## config.mk

```make
export PLATFORM = sky130hd
export DESIGN_NAME = mem_lsu_flat
export DESIGN_NICKNAME = d
export VERILOG_FILES = /design/src/rtl/mem_lsu_if.sv /design/src/rtl/mem_lsu.sv /design/src/flat_wrapper.sv
export SDC_FILE = /design/constraint.sdc
export NUM_CORES = 1
export LEC_CHECK = 0
export CORE_MARGIN = 2
export CORE_UTILIZATION = 40
export CTS_CLUSTER_DIAMETER = 150
export CTS_CLUSTER_SIZE = 24
export DETAILED_ROUTE_END_ITERATION = 8
export HOLD_SLACK_MARGIN = 0.06
export MAX_ROUTING_LAYER = met4
export SKIP_CTS_REPAIR_TIMING = 1
export SLEW_MARGIN = 5
export SYNTH_ARGS = -nofsm -noshare
export SYNTH_HDL_FRONTEND = slang
export SYNTH_SLANG_ARGS = --single-unit
```

## constraint.sdc

```tcl
create_clock -name clk -period 27.1 [get_ports clk]
set_input_delay 5.42 -clock clk [delete_from_list [all_inputs] [get_ports clk]]
set_output_delay 5.42 -clock clk [all_outputs]
set_load 0.01 [all_outputs]
```

## src/rtl/mem_lsu_if.sv

```systemverilog
// mem_lsu_if: core request/response handshake and memory data port.
// slave is the LSU view, master is the core/memory view.
interface mem_lsu_if;
    logic        req_valid;
    logic        req_ready;
    logic        req_store;
    logic [1:0]  req_size;
    logic        req_unsigned;
    logic [63:0] req_addr;
    logic [63:0] req_wdata;
    logic        rsp_valid;
    logic        rsp_ready;
    logic [63:0] rsp_data;
    logic        rsp_exc;
    logic [63:0] mem_addr;
    logic [63:0] mem_data;
    logic        mem_wren;
    logic [7:0]  mem_mask;
    logic [63:0] mem_resp;
    logic        mem_exc;

    modport slave (
        input  req_valid, req_store, req_size, req_unsigned,
        input  req_addr, req_wdata, rsp_ready, mem_resp, mem_exc,
        output req_ready, rsp_valid, rsp_data, rsp_exc,
        output mem_addr, mem_data, mem_wren, mem_mask
    );

    modport master (
        output req_valid, req_store, req_size, req_unsigned,
        output req_addr, req_wdata, rsp_ready, mem_resp, mem_exc,
        input  req_ready, rsp_valid, rsp_data, rsp_exc,
        input  mem_addr, mem_data, mem_wren, mem_mask
    );
endinterface

```

## src/rtl/mem_lsu.sv

```systemverilog
// mem_lsu: 64-bit load/store unit for unaligned accesses.
// Misaligned accesses crossing an 8-byte line take a second beat.
module mem_lsu (
    input  logic     clk,
    input  logic     reset,
    mem_lsu_if.slave bus
);
    typedef enum logic [1:0] {
        IDLE,
        BEAT0,
        BEAT1,
        RESP
    } state_t;

    state_t      state_q, state_d;
    logic        store_q;
    logic [1:0]  size_q;
    logic        uns_q;
    logic [63:0] addr_q;
    logic [63:0] wdata_q;
    logic [63:0] ld_q, ld_d;
    logic [63:0] rsp_q, rsp_d;
    logic        exc_q, exc_d;

    logic [2:0]   off;
    logic [3:0]   nbytes;
    logic         split;
    logic [15:0]  mask_w;
    logic [127:0] data_w;
    logic [63:0]  base;
    logic [63:0]  asm0;
    logic [63:0]  asm1;

    function automatic logic [63:0] extend(
        input logic [63:0] d,
        input logic [1:0]  sz,
        input logic        u
    );
        logic [63:0] r;
        case (sz)
            2'd0:    r = u ? {56'd0, d[7:0]}
                           : {{56{d[7]}}, d[7:0]};
            2'd1:    r = u ? {48'd0, d[15:0]}
                           : {{48{d[15]}}, d[15:0]};
            2'd2:    r = u ? {32'd0, d[31:0]}
                           : {{32{d[31]}}, d[31:0]};
            default: r = d;
        endcase
        return r;
    endfunction

    // Lane placement of the latched access across two 8-byte lines
    always_comb begin
        off    = addr_q[2:0];
        nbytes = 4'd1 << size_q;
        split  = ({1'b0, off} + nbytes) > 4'd8;
        mask_w = ((16'd1 << nbytes) - 16'd1) << off;
        data_w = {64'd0, wdata_q} << {off, 3'b000};
        base   = {addr_q[63:3], 3'b000};
        asm0   = bus.mem_resp >> {off, 3'b000};
        asm1   = ld_q
               | (bus.mem_resp << {(4'd8 - {1'b0, off}), 3'b000});
    end

    // State register
    always_ff @(posedge clk or posedge reset) begin
        if (reset) begin
            state_q <= IDLE;
        end else begin
            state_q <= state_d;
        end
    end

    // Request capture on acceptance
    always_ff @(posedge clk or posedge reset) begin
        if (reset) begin
            store_q <= 1'b0;
            size_q  <= 2'd0;
            uns_q   <= 1'b0;
            addr_q  <= 64'd0;
            wdata_q <= 64'd0;
        end else if (state_q == IDLE && bus.req_valid) begin
            store_q <= bus.req_store;
            size_q  <= bus.req_size;
            uns_q   <= bus.req_unsigned;
            addr_q  <= bus.req_addr;
            wdata_q <= bus.req_wdata;
        end
    end

    // Load assembly and completion registers
    always_ff @(posedge clk or posedge reset) begin
        if (reset) begin
            ld_q  <= 64'd0;
            rsp_q <= 64'd0;
            exc_q <= 1'b0;
        end else begin
            ld_q  <= ld_d;
            rsp_q <= rsp_d;
            exc_q <= exc_d;
        end
    end

    // Next state, memory beats and response outputs
    always_comb begin
        state_d       = state_q;
        ld_d          = ld_q;
        rsp_d         = rsp_q;
        exc_d         = exc_q;
        bus.req_ready = 1'b0;
        bus.rsp_valid = 1'b0;
        bus.rsp_data  = 64'd0;
        bus.rsp_exc   = 1'b0;
        bus.mem_addr  = 64'd0;
        bus.mem_data  = 64'd0;
        bus.mem_wren  = 1'b0;
        bus.mem_mask  = 8'd0;
        unique case (state_q)
            IDLE: begin
                bus.req_ready = 1'b1;
                if (bus.req_valid) begin
                    state_d = BEAT0;
                end
            end
            BEAT0: begin
                bus.mem_addr = base;
                bus.mem_mask = mask_w[7:0];
                bus.mem_data = data_w[63:0];
                bus.mem_wren = store_q && !bus.mem_exc;
                ld_d         = asm0;
                exc_d        = bus.mem_exc;
                if (bus.mem_exc) begin
                    rsp_d   = 64'd0;
                    state_d = RESP;
                end else if (!split) begin
                    rsp_d   = store_q ? 64'd0
                                      : extend(asm0, size_q, uns_q);
                    state_d = RESP;
                end else begin
                    state_d = BEAT1;
                end
            end
            BEAT1: begin
                bus.mem_addr = base + 64'd8;
                bus.mem_mask = mask_w[15:8];
                bus.mem_data = data_w[127:64];
                bus.mem_wren = store_q && !bus.mem_exc;
                exc_d        = bus.mem_exc;
                if (bus.mem_exc || store_q) begin
                    rsp_d = 64'd0;
                end else begin
                    rsp_d = extend(asm1, size_q, uns_q);
                end
                state_d = RESP;
            end
            RESP: begin
                bus.rsp_valid = 1'b1;
                bus.rsp_data  = rsp_q;
                bus.rsp_exc   = exc_q;
                if (bus.rsp_ready) begin
                    state_d = IDLE;
                end
            end
        endcase
    end
endmodule
```

## src/flat_wrapper.sv

```systemverilog
// flat-port wrapper written by rule: the top's interface ports become plain ports
module mem_lsu_flat 
  (clk, reset, bus_req_valid, bus_req_store, bus_req_size, bus_req_unsigned, bus_req_addr, bus_req_wdata, bus_rsp_ready, bus_mem_resp, bus_mem_exc, bus_req_ready, bus_rsp_valid, bus_rsp_data, bus_rsp_exc, bus_mem_addr, bus_mem_data, bus_mem_wren, bus_mem_mask);
  mem_lsu_if bus_i ();
  input  logic clk;
  input  logic reset;
  input wire logic [$bits(bus_i.req_valid)-1:0] bus_req_valid;
  input wire logic [$bits(bus_i.req_store)-1:0] bus_req_store;
  input wire logic [$bits(bus_i.req_size)-1:0] bus_req_size;
  input wire logic [$bits(bus_i.req_unsigned)-1:0] bus_req_unsigned;
  input wire logic [$bits(bus_i.req_addr)-1:0] bus_req_addr;
  input wire logic [$bits(bus_i.req_wdata)-1:0] bus_req_wdata;
  input wire logic [$bits(bus_i.rsp_ready)-1:0] bus_rsp_ready;
  input wire logic [$bits(bus_i.mem_resp)-1:0] bus_mem_resp;
  input wire logic [$bits(bus_i.mem_exc)-1:0] bus_mem_exc;
  output wire logic [$bits(bus_i.req_ready)-1:0] bus_req_ready;
  output wire logic [$bits(bus_i.rsp_valid)-1:0] bus_rsp_valid;
  output wire logic [$bits(bus_i.rsp_data)-1:0] bus_rsp_data;
  output wire logic [$bits(bus_i.rsp_exc)-1:0] bus_rsp_exc;
  output wire logic [$bits(bus_i.mem_addr)-1:0] bus_mem_addr;
  output wire logic [$bits(bus_i.mem_data)-1:0] bus_mem_data;
  output wire logic [$bits(bus_i.mem_wren)-1:0] bus_mem_wren;
  output wire logic [$bits(bus_i.mem_mask)-1:0] bus_mem_mask;
  assign bus_i.req_valid = bus_req_valid;
  assign bus_i.req_store = bus_req_store;
  assign bus_i.req_size = bus_req_size;
  assign bus_i.req_unsigned = bus_req_unsigned;
  assign bus_i.req_addr = bus_req_addr;
  assign bus_i.req_wdata = bus_req_wdata;
  assign bus_i.rsp_ready = bus_rsp_ready;
  assign bus_i.mem_resp = bus_mem_resp;
  assign bus_i.mem_exc = bus_mem_exc;
  assign bus_req_ready = bus_i.req_ready;
  assign bus_rsp_valid = bus_i.rsp_valid;
  assign bus_rsp_data = bus_i.rsp_data;
  assign bus_rsp_exc = bus_i.rsp_exc;
  assign bus_mem_addr = bus_i.mem_addr;
  assign bus_mem_data = bus_i.mem_data;
  assign bus_mem_wren = bus_i.mem_wren;
  assign bus_mem_mask = bus_i.mem_mask;
  mem_lsu u_core (.clk(clk), .reset(reset), .bus(bus_i));
endmodule
```

Yosys cells after proc, flatten, opt, wreduce, memory -nomap -nowiden
Index checks and enable logic that the tools add are counted.

Bits in registers: 263. Bits in writable memories: 0. Bits in latches: 0. ROM bits: 0. Memories kept: 0. Output and inout port bits: 204. Word-level logic and storage cells: 65.

Shift-type cells: 6. Equality and inequality tests: 8. Reduce and logical (&&, ||, !) cells: 10. Divide/modulo/power cells: 0. Muxes and demuxes: 26. Multiply operators: 0. Magnitude comparators: 1. Add/subtract/negate cells: 4. Bitwise operators: 1.

Operators by type and width (count): 64-bit 2-to-1 mux (11); 64-bit one-hot mux with 2 select lines (3); 64-bit one-hot mux with 3 select lines (2); 64-bit by 6-bit left shift with 128-bit output (1); 64-bit by 4-bit adder with 64-bit output, second input constant (1); 64-bit OR (1); 64-bit by 7-bit left shift with 64-bit output (1); 64-bit by 6-bit right shift with 64-bit output (1); 8-bit one-hot mux with 2 select lines (1); 1-bit by 4-bit left shift with 16-bit output, first input constant (1); 16-bit by 3-bit left shift with 16-bit output (1); 16-bit by 1-bit subtractor with 16-bit output, second input constant (1); 2-bit one-hot mux with 4 select lines (1); 2-bit == test, second input constant (3); 2-bit 2-to-1 mux (3); 1-bit 2-to-1 mux (5); 3-bit by 4-bit adder with 4-bit output (1); 2-bit by 1-bit == test with 1-bit output, second input constant (2); 4-bit greater-than comparator, second input constant (1); 2-bit zero test (2); 2-bit != test, second input constant (2); 2-bit AND reduction (2); 1-bit by 2-bit left shift with 4-bit output, first input constant (1); 4-bit by 3-bit subtractor with 4-bit output, first input constant (1); 6 further kinds (7).

Depth between registers and ports, before layout
Depth in word-level cells: 7. Mapped depth: 16. Mapped depth without buffers: 10.

Worst setup path after synthesis
OpenSTA, ideal clock, no wires.

Path type: input port to output port. Start: input port bus_mem_exc. End: output port bus_mem_wren. Path buffers: 0. Stages on the path: 1. Slack: 15.951 ns. Arrival: 5.729 ns. Cells stage by stage: nor3b_1.

Cells in the longest elaborated chain, start to end: 3.

RTL lines: from (decl) (RTL line flat_wrapper.sv:15) `input wire logic [$bits(bus_i.mem_exc)-1:0] bus_mem_exc;`; 1-bit zero test (RTL line mem_lsu.sv:129, mem_lsu.sv:147); 1-bit logical AND (RTL line mem_lsu.sv:129, mem_lsu.sv:147); 1-bit 2-to-1 mux; to (decl) (RTL line flat_wrapper.sv:22) `output wire logic [$bits(bus_i.mem_wren)-1:0] bus_mem_wren;`.

No other way between the ends.

Final worst setup path
Ends and elaborated chain as after synthesis.

==> results.toml <==
[timing]
finalHoldViolations = 0
period_minus_slack_ps = 12250
rsz0062_at_grt = "no"
post-route-period-util_pct = 45.2
hold_ws_ps = 481
maxSlewHeadroom_pct = 15.5
slew_viol_final = 0
clock_skew_ps = 29.1
setup_viol = 0
clock.fmax_ghz = 0.0817
tns_ps = 0
tightest_slew_ps = 1260

[global_route]
grt_pass1_wl_mm = 117
track_usage_pct = 31.0
grt_pass1_vias = 19312
antenna_found_initial = 12
grt-ovfl-total = 0
grt_max_degree = 180
met2_usage_pct = 50.0
met1_usage_pct = 37.3
busiest_layer = "met2"
grt_use_met3_pct = 6.47

[setup_path]
criticalPathCategory = "in -> out"
arrival_ps = 6830
worstPathRequired_ps = 21680
startpoint_type = "input pin"
path_max_fanout = 5
r2r_cells = 9
worst_setup_path_end_kind = "primary output"

[placement]
place.gp.congestion = 0.958
dpl_cell_area_um2 = 24100
hpwl_mm = 55.2
io_buffers = 401

[cts]
clk_pin_slew_worst_paths_ps = 90
clk_path_buf_depth = 3
cts.sinks = 263
cts_buffers = 14
clk_latency_ps = 540
cts_tree = "done"
cts-root-buf = "clkbuf_16"
htree_num_levels = 1

[power]
power.density_nw_per_um2 = 134
p_total_w = 0.00328
irDropWorstVdd_v = 0.0000825
leakage_nw = 9.41

[die]
initial_core_util_pct = 40.4
die_width_um = 226
pin_count = 405
coreArea_um2 = 48700
die_height_um = 226
die_area_um2 = 51100
rows = 81

[yosys]
synth-edff-count = 0
ys_ff_latch = 263
yosys.area.top_type = "dfrtp_1"
synth.distinct_cells = 80
syn_inst = 2224
yosysSeqAreaShare_pct = 33.4
syn_avg_cell_area_um2 = 8.86
synth_warnings = 0
syn_area_um2 = 19700
yosys.area.top_type_share_pct = 33.4
synthTopCellsByArea = "dfrtp_1 (33%), mux2_2 (10%), mux2i_1 (7.0%)"
synth_flop_cell = "dfrtp_1"
synthArstFlopShare_pct = 100

[detailed_routing]
routed_via_density = 6.19
drt_iter0_drc = 1803
wl_per_cell_um = 24.9
vias = 19535
final_antenna_net_count = 0
routed_wl_mm = 78.7
dr.pass1.iters = 9
drc = 0

[worst_hold_path]
min_path_cells = 2
hold_path.class = "reg -> reg"

[final_layout]
multiInputGateArea_um2 = 12200
fillers = 4689
drive_above_1_share_pct = 12.3
final_nets = 2690
fin_area_um2 = 24500
area_delta_synth_final_pct = 24.3
fin_util_pct = 50.2
seq_area_um2 = 6590

[status]
status = "finished clean"

[job]
maxCapViolCount = 0
cells by family after synthesis:
kind of cell    Yosys count  share of synthesized area (%)
other cells               1                         0.0190
buf+inv                 234                           5.01
xor+xnor                  4                          0.178
fa+ha+maj                11                          0.698
flops                   263                           33.4
mux                     352                           21.0
compound gates          690                           23.4
simple gates            669                           16.3
per-layer routing:
layer  wire length (um)  share of wire (%)  vias up
met5                  0                  0        -
met1              31400                 40     9584
met4               3800                4.8        0
met3               6560                8.3      190
li1                   -                  -     8821
met2              37000                 47      940
area by class of cell:
type	instances	share of cell area, %
Antenna cell	15	0.153
Clock buffer	17	1.56
Inverter	36	0.583
Multi-Input combinational cell	1729	49.9
Sequential cell	263	26.9
Tap cell	664	3.39
Timing Repair Buffer	434	17.5
power by group:
| part | switching (W) | leakage (nW) | internal (W) |
|---|---|---|---|
| combinational | 0.00131 | 6.00 | 0.000937 |
| sequential | 0.000215 | 3.22 | 0.000577 |
| clock | 0.000146 | 0.187 | 0.000101 |
| total | 0.00167 | 9.41 | 0.00162 |
per-stage QoR:
step	std cells	setup slack, ps
finish	3158	14850
global placement	3126	14880
global route	3155	14790
CTS	3143	14860
floorplan	2226	14440
detailed placement	3126	14880
worst max-delay path, stage by stage:
cell             delay (ps)
clkdlybuf4s50_1         570
nor3b_1                 260
clkdlybuf4s50_1         580
cell usage in the layout (no fill, tap or decap), types with 10 or more instances in the layout:
cell type | netlist | layout
mux2_2 | 183 | 183
clkdlybuf4s50_1 | 0 | 401
nand3_1 | 42 | 42
nand4_1 | 26 | 26
dfrtp_1 | 263 | 260
diode_2 | 0 | 15
mux2i_1 | 138 | 138
a41oi_1 | 11 | 10
o31ai_1 | 14 | 14
o41ai_1 | 12 | 12
a32o_1 | 14 | 14
o211ai_1 | 21 | 21
a22oi_1 | 78 | 78
inv_1 | 33 | 31
nor2b_1 | 24 | 23
a221oi_1 | 16 | 16
nand2_1 | 218 | 217
and3_1 | 12 | 12
and2_1 | 84 | 84
clkbuf_16 | 0 | 15
mux4_2 | 31 | 31
buf_4 | 6 | 32
a31oi_1 | 38 | 38
nor2_1 | 183 | 178
nor3_1 | 22 | 20
o22ai_1 | 10 | 10
a211oi_1 | 40 | 40
a222oi_1 | 16 | 16
a21oi_1 | 150 | 150
o21ai_0 | 160 | 160
nand2b_1 | 13 | 13
a22o_1 | 27 | 27
cell usage after synthesis (14+ instances only):
cell type and number:
a211oi_1 40, nand3_1 42, a222oi_1 16, dfrtp_1 263
a22o_1 27, mux2i_1 138, mux2_2 183, o21ai_0 160
buf_2 49, nor2b_1 24, o31ai_1 14, nand4_1 26
nand2_1 218, a221oi_1 16, a21oi_1 150, a32o_1 14
clkbuf_1 116, o211ai_1 21, mux4_2 31, and2_1 84
a22oi_1 78, inv_1 33, buf_1 22, nor3_1 22
nor2_1 183, a31oi_1 38
flip-flops by register name, summed over array words and instances (netlist names):
register and flops:
u_core.size_q 2, u_core.state_q 2, u_core.exc_q 1, u_core.rsp_q 64, u_core.uns_q 1, u_core.store_q 1, u_core.addr_q 64, u_core.ld_q 64
u_core.wdata_q 64
final timing paths:
kind / start / end / slack [ps]
min in group asynchronous: reset / u_core.wdata_q[1] / 5480
worst max-delay path: bus_mem_exc / bus_mem_wren / 14850
max in group asynchronous: reset / u_core.rsp_q[2] / 19160
worst min register to register: u_core.rsp_q[3] / u_core.rsp_q[3] / 480
worst max register to register: u_core.addr_q[1] / u_core.rsp_q[56] / 21890
worst min-delay path: u_core.rsp_q[3] / u_core.rsp_q[3] / 480
No activity file was read; power rests on OpenSTA's default activity.
